==> src/rtl/alu_seq.sv <==
// alu_seq: handshaked ALU with single-cycle arithmetic/logic/compare ops and a sequential multiply.
// Define ALU_SEQ_MUL_EN to build the shift-add multiplier; otherwise opcode 111 reports illegal.
//
// state | meaning
// IDLE  | accepting requests; single-cycle ops complete on the accepting edge
// MUL   | shift-add multiply in progress, one partial product per cycle
module alu_seq #(
  parameter int WIDTH = 8
) (
  input  logic             clk,
  input  logic             rst,
  input  logic             in_valid,
  output logic             in_ready,
  input  logic [WIDTH-1:0] a,
  input  logic [WIDTH-1:0] b,
  input  logic [2:0]       opcode,
  output logic             out_valid,
  input  logic             out_ready,
  output logic [WIDTH-1:0] result,
  output logic [WIDTH-1:0] result_hi,
  output logic             carry,
  output logic             borrow,
  output logic             equal,
  output logic             less,
  output logic             more,
  output logic             zero,
  output logic             illegal
);

  localparam logic [2:0] OP_ADD  = 3'b000;
  localparam logic [2:0] OP_SUB  = 3'b001;
  localparam logic [2:0] OP_XOR  = 3'b010;
  localparam logic [2:0] OP_AND  = 3'b011;
  localparam logic [2:0] OP_NOR  = 3'b100;
  localparam logic [2:0] OP_NAND = 3'b101;
  localparam logic [2:0] OP_CMP  = 3'b110;
  localparam logic [2:0] OP_MUL  = 3'b111;

  logic             sc_accept;
  logic [WIDTH:0]   sum;
  logic [WIDTH-1:0] op_res;
  logic             op_carry;
  logic             op_borrow;
  logic             op_equal;
  logic             op_less;
  logic             op_more;
  logic             op_illegal;

  always_comb begin
    sum        = {1'b0, a} + {1'b0, b};
    op_res     = '0;
    op_carry   = 1'b0;
    op_borrow  = 1'b0;
    op_equal   = 1'b0;
    op_less    = 1'b0;
    op_more    = 1'b0;
    op_illegal = 1'b0;
    case (opcode)
      OP_ADD: begin
        op_res   = sum[WIDTH-1:0];
        op_carry = sum[WIDTH];
      end
      OP_SUB: begin
        op_res    = a - b;
        op_borrow = (a < b);
      end
      OP_XOR:  op_res = a ^ b;
      OP_AND:  op_res = a & b;
      OP_NOR:  op_res = ~(a | b);
      OP_NAND: op_res = ~(a & b);
      OP_CMP: begin
        op_equal = (a == b);
        op_less  = (a < b);
        op_more  = (a > b);
      end
`ifdef ALU_SEQ_MUL_EN
      default: ;
`else
      default: op_illegal = 1'b1;
`endif
    endcase
  end

`ifdef ALU_SEQ_MUL_EN
  typedef enum logic {IDLE, MUL} state_t;
  localparam int CW = (WIDTH > 1) ? $clog2(WIDTH) : 1;

  state_t             state;
  state_t             state_nxt;
  logic [CW-1:0]      cnt;
  logic [2*WIDTH-1:0] mcand;
  logic [2*WIDTH-1:0] acc;
  logic [2*WIDTH-1:0] acc_nxt;
  logic [WIDTH-1:0]   mplier;
  logic               mul_start;
  logic               mul_done;

  always_ff @(posedge clk or posedge rst) begin
    if (rst) state <= IDLE;
    else     state <= state_nxt;
  end

  always_comb begin
    state_nxt = state;
    in_ready  = 1'b0;
    mul_start = 1'b0;
    mul_done  = 1'b0;
    case (state)
      IDLE: begin
        in_ready = !out_valid || out_ready;
        if (in_valid && in_ready && opcode == OP_MUL) begin
          mul_start = 1'b1;
          state_nxt = MUL;
        end
      end
      MUL: begin
        if (cnt == '0) begin
          mul_done  = 1'b1;
          state_nxt = IDLE;
        end
      end
      default: state_nxt = IDLE;
    endcase
  end

  assign acc_nxt   = acc + (mplier[0] ? mcand : '0);
  assign sc_accept = in_valid && in_ready && !mul_start;

  // cnt counts remaining partial products; the step taken at cnt==0 is the last one
  always_ff @(posedge clk or posedge rst) begin
    if (rst) begin
      cnt    <= '0;
      mcand  <= '0;
      acc    <= '0;
      mplier <= '0;
    end else if (mul_start) begin
      cnt    <= CW'(WIDTH - 1);
      mcand  <= {{WIDTH{1'b0}}, a};
      mplier <= b;
      acc    <= '0;
    end else if (state == MUL) begin
      cnt    <= cnt - CW'(1);
      mcand  <= mcand << 1;
      mplier <= mplier >> 1;
      acc    <= acc_nxt;
    end
  end
`else
  assign in_ready  = !out_valid || out_ready;
  assign sc_accept = in_valid && in_ready;
`endif

  always_ff @(posedge clk or posedge rst) begin
    if (rst) begin
      out_valid <= 1'b0;
      result    <= '0;
      result_hi <= '0;
      carry     <= 1'b0;
      borrow    <= 1'b0;
      equal     <= 1'b0;
      less      <= 1'b0;
      more      <= 1'b0;
      zero      <= 1'b0;
      illegal   <= 1'b0;
    end else if (sc_accept) begin
      out_valid <= 1'b1;
      result    <= op_res;
      result_hi <= '0;
      carry     <= op_carry;
      borrow    <= op_borrow;
      equal     <= op_equal;
      less      <= op_less;
      more      <= op_more;
      zero      <= (op_res == '0);
      illegal   <= op_illegal;
    end
`ifdef ALU_SEQ_MUL_EN
    else if (mul_done) begin
      out_valid <= 1'b1;
      result    <= acc_nxt[WIDTH-1:0];
      result_hi <= acc_nxt[2*WIDTH-1:WIDTH];
      carry     <= 1'b0;
      borrow    <= 1'b0;
      equal     <= 1'b0;
      less      <= 1'b0;
      more      <= 1'b0;
      zero      <= (acc_nxt == '0);
      illegal   <= 1'b0;
    end
`endif
    else if (out_ready) begin
      out_valid <= 1'b0;
    end
  end

endmodule

==> config.mk <==
export PLATFORM = sky130hd
export DESIGN_NAME = alu_seq
export DESIGN_NICKNAME = d
export VERILOG_FILES = /design/src/rtl/alu_seq.sv
export SDC_FILE = /design/constraint.sdc
export NUM_CORES = 1
export LEC_CHECK = 0
export CORE_ASPECT_RATIO = 0.6
export CORE_MARGIN = 10
export CORE_UTILIZATION = 55
export DETAILED_ROUTE_END_ITERATION = 6
export DONT_BUFFER_PORTS = 1
export GPL_TIMING_DRIVEN = 0
export PLACE_DENSITY = 0.7
export SYNTH_ARGS = -nofsm -noshare
export SYNTH_HDL_FRONTEND = slang
export SYNTH_SLANG_ARGS = --single-unit
==> constraint.sdc <==
create_clock -name clk -period 2.14 [get_ports clk]
set_input_delay 0.107 -clock clk [delete_from_list [all_inputs] [get_ports clk]]
set_output_delay 0.107 -clock clk [all_outputs]
set_load 0.01 [all_outputs]
Word-level counts from Yosys, hierarchy flattened
Index checks and enable logic that the tools add are counted.

Bits of input ports: 23. Memories: 0. Output and inout bits: 25. Logic and storage cells: 41. Latch bits: 0. Flip-flop bits (word level): 16. Memory bits (writable): 0. ROM bits: 0.

$add $sub $neg: 2. Equality and inequality tests: 7. Reduce and logical (&&, ||, !) cells: 7. $mul: 0. Bitwise operators: 5. Divide/modulo/power cells: 0. Shifts and indexed selects: 0. Muxes and demuxes: 9. $lt $le $gt $ge: 2.

Operators by type and width (number): 8-bit case mux with 6 select lines (1); 8-bit inverter (2); 8-bit by 8-bit adder with 9-bit output (1); 3-bit == test, second input constant (3); 8-bit AND (1); 8-bit == test (1); 8-bit > comparator (1); 8-bit zero test (1); 8-bit < comparator (1); 1-bit 2-to-1 mux (8); 8-bit bitwise OR (1); 8-bit subtractor (1); 8-bit bitwise XOR (1); 7-bit OR reduction (1); 3-bit by 2-bit == test with 1-bit output, second input constant (2); 3-bit by 1-bit == test with 1-bit output, second input constant (1); 3-bit zero test (1); 2-bit nonzero test (1); 1-bit logical AND (1); 1-bit zero test (1); 1-bit logical OR (1).

Logic depth before layout (Yosys ltp)
Depth in word-level cells: 4. Depth in mapped cells: 10. Depth with buffers taken out: 10.

Worst setup path before layout
Ideal clock, no wire load.

Path type: input to register. From: input port a[0]. To: register zero. Path buffers: 0. Data arrival time: 1992 ps. Setup time: 92 ps. Required time: 2048 ps. Setup slack: 56 ps. Stages: 9. Path through: inv_1 -> ha_1 -> fa_1 -> nor3_1 -> nor3_2 -> a21oi_1 -> o41ai_1 -> or4_1 -> o31ai_2.

Cells in the longest elaborated chain, start to end: 4. Elaborated cells on any way between the ends: 9. Classes of those cells: 2 x add/sub; 1 x mux; 5 x bitwise; 1 x reduce/logical.

Ends and longest elaborated chain: start, declared (RTL line 14) `input logic [WIDTH-1:0] a,`; parallel branches: the longest is 2 deep, another holds 8-bit subtractor; 8-bit case mux with 6 select lines (*) (RTL line 58) `case (opcode)`; 8-bit zero test (*) (RTL line 174) `zero <= (op_res == '0);`; end signal, assigned (RTL line 174); end, declared (RTL line 26) `output logic zero,`.

Every way passes the cells marked *. A chain may end at the register's enable or synchronous reset.

Worst setup path in the final report
From: input port b[3]. To: register result[7].

Cells in the longest elaborated chain, start to end: 2. Elaborated cells on any way between the ends: 3. Classes of those cells: 2 x add/sub; 1 x mux.

Ends and longest elaborated chain: start, declared (RTL line 15) `input logic [WIDTH-1:0] b,`; 8-bit subtractor or 8-bit by 8-bit adder with 9-bit output (tied branches) (RTL line 64, 50); 8-bit case mux with 6 select lines (*) (RTL line 58); end signal, assigned (RTL line 167) `result <= op_res;`; end, declared (RTL line 19) `output logic [WIDTH-1:0] result,`.

Every way passes the cells marked *; elsewhere a longest branch is shown, timed or not.

==> results.py <==
metrics = {
    "place": {
        "dp_hpwl_um": 4020,
        "dp_slack_ps": -225,
        "placed_cell_area_um2": 1980,
        "placed_cells": 294,
        "port_buffers": 0,
        "gp_congestion": 0.889,
    },
    "routing": {
        "drt-initial-drc-count": 167,
        "dr.pass1.iters": 5,
        "drtAntennaViolNets": 0,
        "routedWlPerCell_um": 16.7,
        "via_count": 1765,
        "drc_errors": 0,
        "viasPerCell": 5.90,
        "wl_um": 5000,
    },
    "sta": {
        "rsz0062_at_grt": "yes",
        "max_slew.worst_pin.slew_ps": 600,
        "hold_viol": 0,
        "clock.fmax_mhz": 489,
        "setup_viol": 0,
        "slew_viol_final": 0,
        "fin_crit_ps": 2040,
        "timing.final.ws_setup_ps": 96.3,
        "slew_headroom_pct": 59.9,
        "fin_skew_ps": 5.05,
        "finalCritPeriodShare_pct": 95.5,
    },
    "setup_path": {
        "reg2reg_from": "out_valid$_DFFE_PP0P_",
        "endpoint": "result[7]$_DFFE_PP0P_",
        "crit_path_start": "b[3]",
        "rrSetupSlack_ps": 260,
        "max_stage_delay_ps": 360,
        "rr_worst_depth": 5,
        "critPathLaunchType": "primary input",
        "cp_max_fo": 9,
        "cp.arrival_ps": 2170,
        "worstSetupEndpointType": "flip-flop",
        "required_ps": 2270,
        "r2r-end": "zero$_DFFE_PP0P_",
        "crit_chain": "inv_1 > ha_1 > buf_4 > nor2b_2 > nor2_1 > o211ai_1 > a2111oi_1 > or3_1 > a31o_2 > mux2_2",
        "crit_type": "primary input to flip-flop",
        "critPathSlowestCell": "or3_1",
    },
    "hold_path": {
        "worstHoldPathType": "primary input to flip-flop",
    },
    "pwr": {
        "p_leak_nw": 1.00,
        "ir_drop_v": 0.000349,
        "fin_total_pwr_w": 0.000978,
        "p_per_area_nw_per_um2": 471,
    },
    "synth": {
        "synth-compound-area-share_pct": 22.9,
        "synth_seq_cells": 16,
        "synth.mux.area_fraction_pct": 2.24,
        "synth_cell_types": 59,
        "synth_commonest_cells": "35 x nand2_1, 24 x ha_1, 21 x inv_1, 16 x dfrtp_1",
        "async_reset_ff_share_pct": 100,
        "yosysTopAreaCell": "dfrtp_1",
        "yosys-top-cells-area": "dfrtp_1 21%, ha_1 16%, nand2_1 6.9%, inv_1 4.2%, buf_4 4.0%",
        "synth-seq-area-share_pct": 21.1,
        "synth_edf_count": 0,
        "synthCells": 242,
        "synth-simple-area-share_pct": 22.3,
        "synth_ff_type": "dfrtp_1",
        "synthAdderAreaFrac_pct": 17.9,
        "syn_area_per_cell_um2": 7.85,
        "synth_warnings": 0,
        "synth_top_family_by_area": "compound AO/OA/AOI/OAI gates",
        "synthXorXnorAreaFrac_pct": 1.38,
        "synth.most_common_cell": "nand2_1",
        "synth_top_cell_area_share_pct": 21.1,
        "synth_area_um2": 1900,
    },
    "cells_and_area": {
        "fin_util_pct": 63.2,
        "drive_gt1_share_pct": 14.2,
        "diodes": 0,
        "finalNonFillerCells": 299,
        "nets": 305,
        "syn2layout_area_growth_pct": 9.29,
        "final_area_um2": 2080,
    },
    "global_route": {
        "grt_pass1_vias": 1579,
        "grt_max_degree": 17,
        "antenna_found_initial": 0,
        "globalRouteTotalUtil_pct": 15.4,
        "gr-total-overflow": 0,
        "grt_pass1_wl_um": 7900,
    },
    "clocking": {
        "clk_path_buf_depth": 2,
        "cts_buffers": 3,
        "path_clk_slew_ps": 60,
        "cts_tree": "yes",
        "clock-sinks": 16,
        "cts_root_buf": "clkbuf_8",
        "htreeDepth": 1,
        "insertion_delay_ps": 250,
    },
    "die": {
        "ioPinCount": 48,
        "placeableCoreArea_um2": 3280,
        "dieArea_um2": 6280,
        "start_util_pct": 57.9,
        "die-width_um": 95.9,
        "die-height_um": 65.5,
        "placementRows": 16,
    },
    "status": {
        "status": "finished clean",
    },
    "job": {
        "drv_cap": 0,
    },
}
==> logic make-up after synthesis <==
logic type               count (synthesis)
other                                    1
AO/OA/AOI/OAI                           62
buffers and inverters                   43
adder cells (fa/ha/maj)                 26
AND/OR/NAND/NOR                         87
multiplexers                             4
XOR/XNOR                                 3
flip-flops                              16
==> final cells by class <==
cell class / count / area (um^2)
multi-input cells: 190 / 1330
fillers: 319 / 1210
flip-flops and latches: 16 / 400
plain buffers: 20 / 141
inverters: 22 / 82.6
well taps: 45 / 56.3
clock buffers: 3 / 41.3
repair buffers: 3 / 27.5
==> per-stage QoR <==
step | hold slack [ps] | setup TNS [ps]
2_1_floorplan | 20.7 | 0
3_3_place_gp | 89.9 | -313
3_5_place_dp | 99.4 | -349
4_1_cts | 139 | 0
5_1_grt | 167 | -12.1
6_report | 144 | 0
==> worst min path at each step <==
stage,start,to,slack [ps],depth (start not counted)
after floorplan,rst,borrow$_DFFE_PP0P_,20,1
after global placement,rst,result[0]$_DFFE_PP0P_,90,1
final,in_valid,carry$_DFFE_PP0P_,140,2
after detailed placement,rst,result[1]$_DFFE_PP0P_,100,1
after CTS,in_valid,carry$_DFFE_PP0P_,140,2
after global routing,in_valid,carry$_DFFE_PP0P_,170,2
==> layout by cell type, fill, tap and decap left out, types with 2 or more instances in the layout <==
cell type / instances
nor3b_1: 2
nand2b_1: 4
nor2b_1: 5
nand3_1: 5
o21ai_0: 15
mux2i_1: 2
a21oi_1: 9
o211ai_1: 2
ha_1: 24
nand2_1: 35
a21o_1: 3
a211oi_1: 3
nor3_1: 4
nor3_4: 2
o21a_1: 2
a22oi_1: 2
dlygate4sd3_1: 2
clkbuf_8: 3
inv_1: 21
buf_2: 5
o22ai_1: 2
nor4_1: 4
xnor2_1: 3
dfrtp_1: 16
buf_6: 3
buf_4: 11
conb_1: 8
a221oi_1: 2
nor2_1: 15
clkbuf_1: 2
or3_1: 2
o31ai_1: 3
mux2_2: 2
nand4_1: 2
==> where the power goes <==
part	internal [W]	switching, W	leakage, nW
clock network	0.000125	0.0000950	0.0216
logic	0.000156	0.000221	0.773
registers	0.000338	0.0000432	0.206
==> critical path, delay by kind of cell <==
family | cells | cell delay [ps]
compound gates | 3 | 710
simple gates | 3 | 610
mux | 1 | 260
fa+ha+maj | 1 | 260
buf+inv | 2 | 210
==> metal layers <==
metal,vias up,global-route usage (%),wire [um],part of all wire [%]
li1,853,-,-,-
met1,815,22.1,2190,44
met2,93,21.2,2160,43
met3,4,5.78,631,13
met4,0,3.11,19,0.38
met5,-,0,0,0
==> flip-flops by register name, indices dropped and copies added, names as in the netlist <==
signal and count:
illegal 1, more 1, equal 1, result 8, zero 1, less 1
carry 1, out_valid 1, borrow 1
==> repair_timing <==
item / in CTS / in global routing
hold buffers: 2 / 0
setup buffers: 0 / 1
setup endpoints to repair: 1 / 1
gates resized for setup: 0 / 7
endpoints found under the hold margin: 17 / 0
pin swaps: 0 / 2
(Power assumes the default switching activity.)
